[src/rtl/ntt_core_wmm_dispatch_rotate_wr_mpcg_if.sv]
// Beat bus of the NTT dispatch/rotate block: input beat plus its dispatched, aligned output.
// The slave modport is the dispatcher side; the master modport is the beat source/sink side.
interface ntt_core_wmm_dispatch_rotate_wr_mpcg_if #(
    parameter int unsigned N_LANE = 16,
    parameter int unsigned OP_W   = 32,
    parameter int unsigned ROT_W  = 4
);
    logic [N_LANE*OP_W-1:0] in_data;
    logic                   in_vld;
    logic                   in_sob;
    logic                   in_eob;
    logic                   in_mode;
    logic [ROT_W-1:0]       in_rot;
    logic                   in_tr_en;

    logic [N_LANE*OP_W-1:0] out_data;
    logic                   out_vld;
    logic                   out_sob;
    logic                   out_eob;
    logic                   out_err;

    modport master (
        output in_data, in_vld, in_sob, in_eob, in_mode, in_rot, in_tr_en,
        input  out_data, out_vld, out_sob, out_eob, out_err
    );

    modport slave (
        input  in_data, in_vld, in_sob, in_eob, in_mode, in_rot, in_tr_en,
        output out_data, out_vld, out_sob, out_eob, out_err
    );
endinterface

[src/rtl/ntt_core_wmm_dispatch_rotate_wr_mpcg.sv]
// NTT coefficient dispatcher: per-beat lane rotation, optional R x PSI transpose and a
// three-stage pipeline whose registers are individually bypassable, plus batch framing check.
module ntt_core_wmm_dispatch_rotate_wr_mpcg #(
    parameter int unsigned R           = 2,
    parameter int unsigned PSI         = 8,
    parameter int unsigned OP_W        = 32,
    parameter logic [2:0]  LAT_PIPE_MH = 3'b111,
    parameter int unsigned ROT_STEP    = 1,
    localparam int unsigned N_LANE     = R * PSI,
    localparam int unsigned ROT_W      = (N_LANE > 1) ? $clog2(N_LANE) : 1
) (
    input logic clk,
    input logic a_rst_n,
    ntt_core_wmm_dispatch_rotate_wr_mpcg_if.slave bus
);

    typedef logic [N_LANE*OP_W-1:0] data_t;

    typedef struct packed {
        logic vld;
        logic sob;
        logic eob;
    } ctrl_t;

    typedef enum logic [0:0] {StIdle, StOpen} state_e;

    // Right rotation: out lane i takes input lane (i + amt) mod N_LANE.
    function automatic data_t rotate(input data_t d, input logic [ROT_W-1:0] amt);
        data_t            o;
        logic [ROT_W-1:0] src;
        o = '0;
        for (int unsigned i = 0; i < N_LANE; i++) begin
            src = ROT_W'(i) + amt;
            o[i*OP_W +: OP_W] = d[(int'(src) % N_LANE)*OP_W +: OP_W];
        end
        return o;
    endfunction

    function automatic data_t transpose(input data_t d);
        data_t o;
        o = '0;
        for (int unsigned p = 0; p < PSI; p++) begin
            for (int unsigned r = 0; r < R; r++) begin
                o[(p*R + r)*OP_W +: OP_W] = d[(r*PSI + p)*OP_W +: OP_W];
            end
        end
        return o;
    endfunction

    // ------------------------------------------------------------------
    // Rotation counter and batch framing FSM
    // ------------------------------------------------------------------
    state_e           state_d, state_q;
    logic             err_d, err_q;
    logic [ROT_W-1:0] rot_cnt_d, rot_cnt_q;
    logic [ROT_W-1:0] rot_eff;

    always_comb begin
        if (bus.in_mode) begin
            rot_eff = bus.in_rot;
        end else if (bus.in_sob) begin
            rot_eff = '0;
        end else begin
            rot_eff = rot_cnt_q;
        end
    end

    always_comb begin
        rot_cnt_d = rot_cnt_q;
        if (bus.in_vld) begin
            if (!bus.in_mode) begin
                rot_cnt_d = rot_eff + ROT_W'(ROT_STEP);
            end else if (bus.in_sob) begin
                rot_cnt_d = '0;
            end
        end
    end

    // An sob seen while open flags the error but keeps the batch open unless eob closes it.
    always_comb begin
        state_d = state_q;
        err_d   = err_q;
        if (bus.in_vld) begin
            case (state_q)
                StIdle: begin
                    if (!bus.in_sob) begin
                        err_d = 1'b1;
                    end else if (!bus.in_eob) begin
                        state_d = StOpen;
                    end
                end
                StOpen: begin
                    if (bus.in_sob) begin
                        err_d = 1'b1;
                    end
                    if (bus.in_eob) begin
                        state_d = StIdle;
                    end
                end
                default: state_d = StIdle;
            endcase
        end
    end

    always_ff @(posedge clk or negedge a_rst_n) begin
        if (!a_rst_n) begin
            state_q   <= StIdle;
            err_q     <= 1'b0;
            rot_cnt_q <= '0;
        end else begin
            state_q   <= state_d;
            err_q     <= err_d;
            rot_cnt_q <= rot_cnt_d;
        end
    end

    // ------------------------------------------------------------------
    // S0: rotation (combinational from the inputs)
    // ------------------------------------------------------------------
    ctrl_t s0_ctrl;
    logic  s0_tr;
    data_t s0_data;

    always_comb begin
        s0_ctrl.vld = bus.in_vld;
        s0_ctrl.sob = bus.in_vld & bus.in_sob;
        s0_ctrl.eob = bus.in_vld & bus.in_eob;
        s0_tr       = bus.in_tr_en;
        s0_data     = rotate(bus.in_data, rot_eff);
    end

    // ------------------------------------------------------------------
    // S0_S1 stage: carries tr_en so the transpose follows its own beat
    // ------------------------------------------------------------------
    ctrl_t s1_ctrl;
    logic  s1_tr;
    data_t s1_data;

    if (LAT_PIPE_MH[0]) begin : g_s1_reg
        ctrl_t ctrl_d, ctrl_q;
        logic  tr_d, tr_q;
        data_t data_d, data_q;

        always_comb begin
            ctrl_d = s0_ctrl;
            tr_d   = s0_ctrl.vld ? s0_tr : tr_q;
            data_d = s0_ctrl.vld ? s0_data : data_q;
        end

        always_ff @(posedge clk or negedge a_rst_n) begin
            if (!a_rst_n) begin
                ctrl_q <= '0;
                tr_q   <= 1'b0;
            end else begin
                ctrl_q <= ctrl_d;
                tr_q   <= tr_d;
            end
        end

        always_ff @(posedge clk) begin
            data_q <= data_d;
        end

        assign s1_ctrl = ctrl_q;
        assign s1_tr   = tr_q;
        assign s1_data = data_q;
    end else begin : g_s1_wire
        assign s1_ctrl = s0_ctrl;
        assign s1_tr   = s0_tr;
        assign s1_data = s0_data;
    end

    // ------------------------------------------------------------------
    // S1_S2 stage: optional R x PSI transpose
    // ------------------------------------------------------------------
    data_t s2_in;
    ctrl_t s2_ctrl;
    data_t s2_data;

    always_comb begin
        s2_in = s1_tr ? transpose(s1_data) : s1_data;
    end

    if (LAT_PIPE_MH[1]) begin : g_s2_reg
        ctrl_t ctrl_d, ctrl_q;
        data_t data_d, data_q;

        always_comb begin
            ctrl_d = s1_ctrl;
            data_d = s1_ctrl.vld ? s2_in : data_q;
        end

        always_ff @(posedge clk or negedge a_rst_n) begin
            if (!a_rst_n) begin
                ctrl_q <= '0;
            end else begin
                ctrl_q <= ctrl_d;
            end
        end

        always_ff @(posedge clk) begin
            data_q <= data_d;
        end

        assign s2_ctrl = ctrl_q;
        assign s2_data = data_q;
    end else begin : g_s2_wire
        assign s2_ctrl = s1_ctrl;
        assign s2_data = s2_in;
    end

    // ------------------------------------------------------------------
    // S2_S3 stage: plain register to the outputs
    // ------------------------------------------------------------------
    ctrl_t s3_ctrl;
    data_t s3_data;

    if (LAT_PIPE_MH[2]) begin : g_s3_reg
        ctrl_t ctrl_d, ctrl_q;
        data_t data_d, data_q;

        always_comb begin
            ctrl_d = s2_ctrl;
            data_d = s2_ctrl.vld ? s2_data : data_q;
        end

        always_ff @(posedge clk or negedge a_rst_n) begin
            if (!a_rst_n) begin
                ctrl_q <= '0;
            end else begin
                ctrl_q <= ctrl_d;
            end
        end

        always_ff @(posedge clk) begin
            data_q <= data_d;
        end

        assign s3_ctrl = ctrl_q;
        assign s3_data = data_q;
    end else begin : g_s3_wire
        assign s3_ctrl = s2_ctrl;
        assign s3_data = s2_data;
    end

    assign bus.out_data = s3_data;
    assign bus.out_vld  = s3_ctrl.vld;
    assign bus.out_sob  = s3_ctrl.sob;
    assign bus.out_eob  = s3_ctrl.eob;
    assign bus.out_err  = err_q;

endmodule

[src/flat_wrapper.sv]
// flat-port wrapper written by rule: the top's interface ports become plain ports
module ntt_core_wmm_dispatch_rotate_wr_mpcg_flat 
#(
    parameter int unsigned R           = 2,
    parameter int unsigned PSI         = 8,
    parameter int unsigned OP_W        = 32,
    parameter logic [2:0]  LAT_PIPE_MH = 3'b111,
    parameter int unsigned ROT_STEP    = 1,
    localparam int unsigned N_LANE     = R * PSI,
    localparam int unsigned ROT_W      = (N_LANE > 1) ? $clog2(N_LANE) : 1
)
  (clk, a_rst_n, bus_in_data, bus_in_vld, bus_in_sob, bus_in_eob, bus_in_mode, bus_in_rot, bus_in_tr_en, bus_out_data, bus_out_vld, bus_out_sob, bus_out_eob, bus_out_err);
  ntt_core_wmm_dispatch_rotate_wr_mpcg_if #(.N_LANE(16), .OP_W(OP_W), .ROT_W(4)) bus_i ();
  input logic clk;
  input logic a_rst_n;
  input wire logic [$bits(bus_i.in_data)-1:0] bus_in_data;
  input wire logic [$bits(bus_i.in_vld)-1:0] bus_in_vld;
  input wire logic [$bits(bus_i.in_sob)-1:0] bus_in_sob;
  input wire logic [$bits(bus_i.in_eob)-1:0] bus_in_eob;
  input wire logic [$bits(bus_i.in_mode)-1:0] bus_in_mode;
  input wire logic [$bits(bus_i.in_rot)-1:0] bus_in_rot;
  input wire logic [$bits(bus_i.in_tr_en)-1:0] bus_in_tr_en;
  output wire logic [$bits(bus_i.out_data)-1:0] bus_out_data;
  output wire logic [$bits(bus_i.out_vld)-1:0] bus_out_vld;
  output wire logic [$bits(bus_i.out_sob)-1:0] bus_out_sob;
  output wire logic [$bits(bus_i.out_eob)-1:0] bus_out_eob;
  output wire logic [$bits(bus_i.out_err)-1:0] bus_out_err;
  assign bus_i.in_data = bus_in_data;
  assign bus_i.in_vld = bus_in_vld;
  assign bus_i.in_sob = bus_in_sob;
  assign bus_i.in_eob = bus_in_eob;
  assign bus_i.in_mode = bus_in_mode;
  assign bus_i.in_rot = bus_in_rot;
  assign bus_i.in_tr_en = bus_in_tr_en;
  assign bus_out_data = bus_i.out_data;
  assign bus_out_vld = bus_i.out_vld;
  assign bus_out_sob = bus_i.out_sob;
  assign bus_out_eob = bus_i.out_eob;
  assign bus_out_err = bus_i.out_err;
  ntt_core_wmm_dispatch_rotate_wr_mpcg #(.R(R), .PSI(PSI), .OP_W(OP_W), .LAT_PIPE_MH(LAT_PIPE_MH), .ROT_STEP(ROT_STEP)) u_core (.clk(clk), .a_rst_n(a_rst_n), .bus(bus_i));
endmodule
[config.mk]
export PLATFORM = sky130hd
export DESIGN_NAME = ntt_core_wmm_dispatch_rotate_wr_mpcg_flat
export DESIGN_NICKNAME = d
export VERILOG_FILES = /design/src/rtl/ntt_core_wmm_dispatch_rotate_wr_mpcg_if.sv /design/src/rtl/ntt_core_wmm_dispatch_rotate_wr_mpcg.sv /design/src/flat_wrapper.sv
export SDC_FILE = /design/constraint.sdc
export NUM_CORES = 2
export LEC_CHECK = 0
export CAP_MARGIN = 10
export CORE_MARGIN = 3
export CORE_UTILIZATION = 45
export DETAILED_ROUTE_END_ITERATION = 10
export PLACE_DENSITY_LB_ADDON = 0.1
export RECOVER_POWER = 50
export SKIP_LAST_GASP = 1
export SLEW_MARGIN = 15
export SYNTH_ARGS = -nofsm -noshare
export SYNTH_HDL_FRONTEND = slang
export SYNTH_SLANG_ARGS = --single-unit
export TNS_END_PERCENT = 1
[constraint.sdc]
create_clock -name clk -period 16 [get_ports clk]
set_input_delay 2.4 -clock clk [delete_from_list [all_inputs] [get_ports clk]]
set_output_delay 2.4 -clock clk [all_outputs]
set_load 0.02 [all_outputs]
* After elaboration in Yosys (flattened, before gate mapping) *
Index checks and enable logic that the tools add are counted.

cells by class
  multiplexer cells = 10
  shift-type cells = 16
  divide/modulo/power cells = 0
  magnitude comparators = 0
  eq/ne operators = 2
  add/subtract/negate cells = 15
  bitwise gates (word level) = 3
  reductions and logical operators = 1
  multiply operators = 0

operators by type and width
  kind                                        number
  indexed part select 512 x 10 -> 32 bit      16
  two-way mux 480 bit                         1
  adder 4 bit, first input constant           8
  adder 3 x 4 -> 4 bit, first input constant  4
  two-way mux 4 bit                           3
  adder 2 x 4 -> 4 bit, first input constant  2
  adder 1 x 4 -> 4 bit, first input constant  1
  two-way mux 1 bit                           4
  != test 2 bit, second input constant        2
  one-hot mux 1 bit (2 select lines)          2
  AND reduction 3 bit                         1
  AND 1 bit                                   2
  inverter 1 bit                              1

storage, ports and cells
  memory bits (read-only) = 0
  bits of input ports = 523
  memories = 0
  output and inout bits = 516
  flip-flop bits (word level) = 1,552
  bits in latches = 0
  bits in writable memories = 0

* Depth between registers and ports, before layout *
  word-level depth = 4
  mapped depth = 14
  depth with buffers taken out = 8

* Worst setup path after synthesis *
OpenSTA, ideal clock, no wires.

  path kind = register to register
  from = register u_core.g_s2_reg.ctrl_q[2] in the netlist's numbering
  to = register u_core.g_s3_reg.ctrl_q, in the netlist u_core.bus.out_vld
  arrival time = 10.690 ns
  library setup time = 1.245 ns
  cell stages (with the launch flop) = 1
  data required time = 14.755 ns
  buffers on the path = 0
  setup slack = 4.065 ns
  path through = dfrtp_1

RTL lines
  item                    RTL line                                     source
  start, declared         ntt_core_wmm_dispatch_rotate_wr_mpcg.sv:185  ctrl_t ctrl_d, ctrl_q;
  start signal, assigned  ntt_core_wmm_dispatch_rotate_wr_mpcg.sv:197  ctrl_q <= ctrl_d;
  end signal, assigned    ntt_core_wmm_dispatch_rotate_wr_mpcg.sv:231  ctrl_q <= ctrl_d;
  end, declared           ntt_core_wmm_dispatch_rotate_wr_mpcg.sv:219  ctrl_t ctrl_d, ctrl_q;

No word-level cell between the ends.

* Worst setup path in the final report *
  from = register u_core.g_s1_reg.tr_q
  to = register u_core.g_s2_reg.data_q[92] (data pin)

on the way
  word-level cells in the longest chain between the ends = 1

ends and longest elaborated chain
  item                        RTL line                                     source
  start, declared             ntt_core_wmm_dispatch_rotate_wr_mpcg.sv:141  logic tr_d, tr_q;
  start signal, assigned      ntt_core_wmm_dispatch_rotate_wr_mpcg.sv:156  tr_q <= tr_d;
  two-way mux 480 bit         ntt_core_wmm_dispatch_rotate_wr_mpcg.sv:181  s2_in = s1_tr ? transpose(s1_data) : s1_data;
  named net u_core.s2_in[92]  ntt_core_wmm_dispatch_rotate_wr_mpcg.sv:176  data_t s2_in;
  end signal, assigned        ntt_core_wmm_dispatch_rotate_wr_mpcg.sv:202  data_q <= data_d;
  end, declared               ntt_core_wmm_dispatch_rotate_wr_mpcg.sv:186  data_t data_d, data_q;

The timed path passes the listed nets, and every way through them passes these cells.
A chain may end at the register's enable or synchronous reset.

==> results.py <==
metrics = {
    "timing": {
        "skew_ps": 45.6,
        "max_freq_mhz": 93.1,
        "setup_viol": 0,
        "period_needed_ps": 10740,
        "max-slew-margin-rel_pct": -559,
        "rsz0062_at_grt": "no",
        "worstMarginPinSlew_ps": 9880,
        "hold_violations": 0,
        "final-max-slew-violation-count": 1171,
        "finalSetupTns_ps": 0,
        "fin_crit_sh_pct": 67.1,
    },
    "pwr": {
        "p_seq_share_pct": 44.2,
        "p_leak_uw": 0.0337,
        "p_switching_uw": 4040,
        "clkPwrFrac_pct": 31.7,
        "combPwrFrac_pct": 24.1,
        "p_int_uw": 8580,
        "switching_share_pct": 32.0,
        "ir_drop_mv": 0.117,
        "p_per_area_nw_per_um2": 129,
    },
    "worst_hold_path": {
        "hp-class": "flop to flop",
    },
    "synthesis": {
        "synth.top_cell.area_share_pct": 57.6,
        "synth_edf_count": 1536,
        "synth-seq-cells": 1552,
        "syn-cell-area_um2": 80000,
        "synth.avg_cell_area_um2": 11.9,
        "syn_inst": 6705,
        "syn_nets": 7229,
        "ys_types": 50,
        "synthFlopType": "edfxtp_1",
        "ys.warnings.count": 0,
        "synth_seq_area_share_pct": 58.1,
        "synth.area.top_cells": "edfxtp_1 58%, nand3_1 12%, mux2_2 6.3%",
        "async_reset_ff_share_pct": 1.03,
        "synth_area_leader_cell": "edfxtp_1",
    },
    "cells_and_area": {
        "drive_gt1_share_pct": 11.1,
        "stdcell_count": 9998,
        "final_common_cell": "nand3_1",
        "area_delta_synth_final_pct": 22.0,
        "nNetsFinal": 7945,
        "num-fill-cells": 14900,
        "layout_common_cells": "1864 x nand3_1, 1536 x edfxtp_1, 1036 x clkdlybuf4s50_1",
    },
    "critical_path": {
        "critPathKind": "flop to flop",
        "worstPathArrival_ps": 11380,
        "cp.required_ps": 16640,
        "worstPathCellList": "clkbuf_1 -> mux2_2",
        "cp_top_family": "buffers and inverters",
        "cp-end-kind": "flop",
        "critPathLaunchType": "flop",
        "worst-path-buf-inv": 1,
        "slowest_delay_ps": 7000,
        "slowest_stage": "clkbuf_1",
        "crit_fanout": 178,
    },
    "flow_run": {
        "maxCapViolCount": 16,
    },
    "floorplanning": {
        "core_area_um2": 176000,
        "initial_utilization_pct": 45.4,
        "num_rows": 154,
        "chipHeight_um": 428,
        "io-pin-count": 1039,
        "fp.dieW_um": 428,
        "dieArea_um2": 183000,
    },
    "clocking": {
        "cts_resized": 0,
        "cts_root_buf": "clkbuf_16",
        "cts.sinks": 1552,
        "clkLatencyLatePin_ps": 850,
        "cts_tree": "done",
        "ctsHoldBuffers": 0,
        "cts_made_buffers": 168,
        "path_clk_slew_ps": 60,
        "cts_max_path_buffers": 3,
        "cts_setup_buffers": 0,
        "h-tree-depth": 4,
    },
    "global_routing": {
        "antenna_found_initial": 127,
        "grt_pass1_wl_mm": 520,
        "grt_pass1_vias": 63400,
        "track_usage_pct": 41.4,
        "grt_max_degree": 207,
        "grt.overflow.total": 0,
    },
    "routing": {
        "vias_per_cell": 6.76,
        "drc": 0,
        "vias": 67600,
        "wl_mm": 389,
        "wl_per_cell_um": 38.9,
        "drtPass1Iterations": 10,
        "final_antenna_net_count": 0,
        "drtIter0Drc": 10000,
    },
    "outcome": {
        "status": "complete, but fails checks",
        "violations": "max-capacitance violations, max-slew violations",
    },
    "place": {
        "hpwlAfterDp_mm": 291,
        "routabilityCongestion": 1.05,
        "io_buffers": 1038,
        "dp.cells": 9590,
    },
}
==> final timing paths <==
kind,from,to,slack [ps],depth (start not counted)
max in group asynchronous,a_rst_n,u_core.bus.out_vld,13360,1
worst min-delay path,u_core.g_s2_reg.ctrl_q[1],u_core.bus.out_sob,350,0
worst max register to register,u_core.g_s1_reg.tr_q,u_core.g_s2_reg.data_q[92],5260,2
min in group asynchronous,a_rst_n,u_core.rot_cnt_q[2],2090,1
worst min register to register,u_core.g_s2_reg.ctrl_q[1],u_core.bus.out_sob,350,0
worst max-delay path,u_core.g_s1_reg.tr_q,u_core.g_s2_reg.data_q[92],5260,2
==> power by group through the flow <==
| stage | registers (µW) | logic [µW] | clock network, µW |
|---|---|---|---|
| global route | 5610 | 3150 | 4210 |
| finish | 5580 | 3040 | 4000 |
| global placement | 5630 | 2920 | 0 |
| CTS | 5560 | 2940 | 4050 |
| detailed placement | 5640 | 2930 | 0 |
| floorplan | 5660 | 1470 | 0 |
==> layout make-up <==
type / count / area, µm² / share of cell area (%)
Sequential cell: 1552 / 46500 / 47.6
Multi-Input combinational cell: 4560 / 31200 / 31.9
Timing Repair Buffer: 1134 / 11100 / 11.4
Clock buffer: 205 / 4410 / 4.51
Tap cell: 2340 / 2930 / 3.00
Clock inverter: 106 / 1220 / 1.25
Antenna cell: 96 / 240 / 0.246
Inverter: 5 / 26.3 / 0.0269
==> through the flow <==
stage	total power, µW	hold slack, ps	area (µm²)	utilization (%)	worst slack [ps]
6_report	12600	351	97600	55.3	5260
5_1_grt	13000	362	97600	55.3	4680
4_1_cts	12500	356	97500	55.2	8880
3_5_place_dp	8560	345	91800	52.0	7990
3_3_place_gp	8550	334	91800	52.0	8090
2_1_floorplan	7130	331	80000	-	4070
==> registers in the layout (all words and copies together) (netlist names) <==
name                    count
u_core.g_s2_reg.data_q    512
u_core.g_s1_reg.data_q    512
u_core.state_q              1
u_core.bus.out_vld          1
u_core.rot_cnt_q            4
u_core.bus.out_eob          1
u_core.bus.out_sob          1
u_core.bus.out_err          1
u_core.g_s2_reg.ctrl_q      3
u_core.bus.out_data       512
u_core.g_s1_reg.ctrl_q      3
u_core.g_s1_reg.tr_q        1
==> cell usage after synthesis, types with 2 or more instances <==
master / count
and2_1: 186
nand4_1: 492
nand3_1: 1864
buf_2: 201
mux2i_1: 386
a22oi_1: 2
xor2_1: 2
a2111oi_4: 2
nor2b_1: 2
xnor2_2: 3
a21oi_1: 2
buf_6: 6
o21ai_0: 506
nand2b_1: 3
buf_1: 26
o32ai_1: 2
xnor2_1: 6
buf_4: 10
nor2_1: 5
nand2_1: 263
a22o_1: 4
mux4_2: 92
o2111ai_1: 257
o21ai_1: 10
mux2_2: 449
inv_1: 5
dfrtp_1: 16
edfxtp_1: 1536
clkbuf_1: 345
xnor2_4: 2
==> logic make-up after synthesis <==
group,after synthesis,synth area share [%]
simple gates,2823,18.3
flops,1552,58.1
mux,927,13.7
compound gates,796,6.37
buf+inv,593,3.20
xor+xnor,13,0.217
fa+ha+maj,1,0.0156
==> per-layer routing <==
metal  global-route usage, %  part of all wire, %  up-vias
li1                        -                    -    28200
met1                    47.3                   34    33300
met2                    62.6                   44     4868
met3                    10.4                  9.8     1184
met4                    40.7                   12       20
met5                       0                0.032        -
Power figures use the tool's default switching activity.
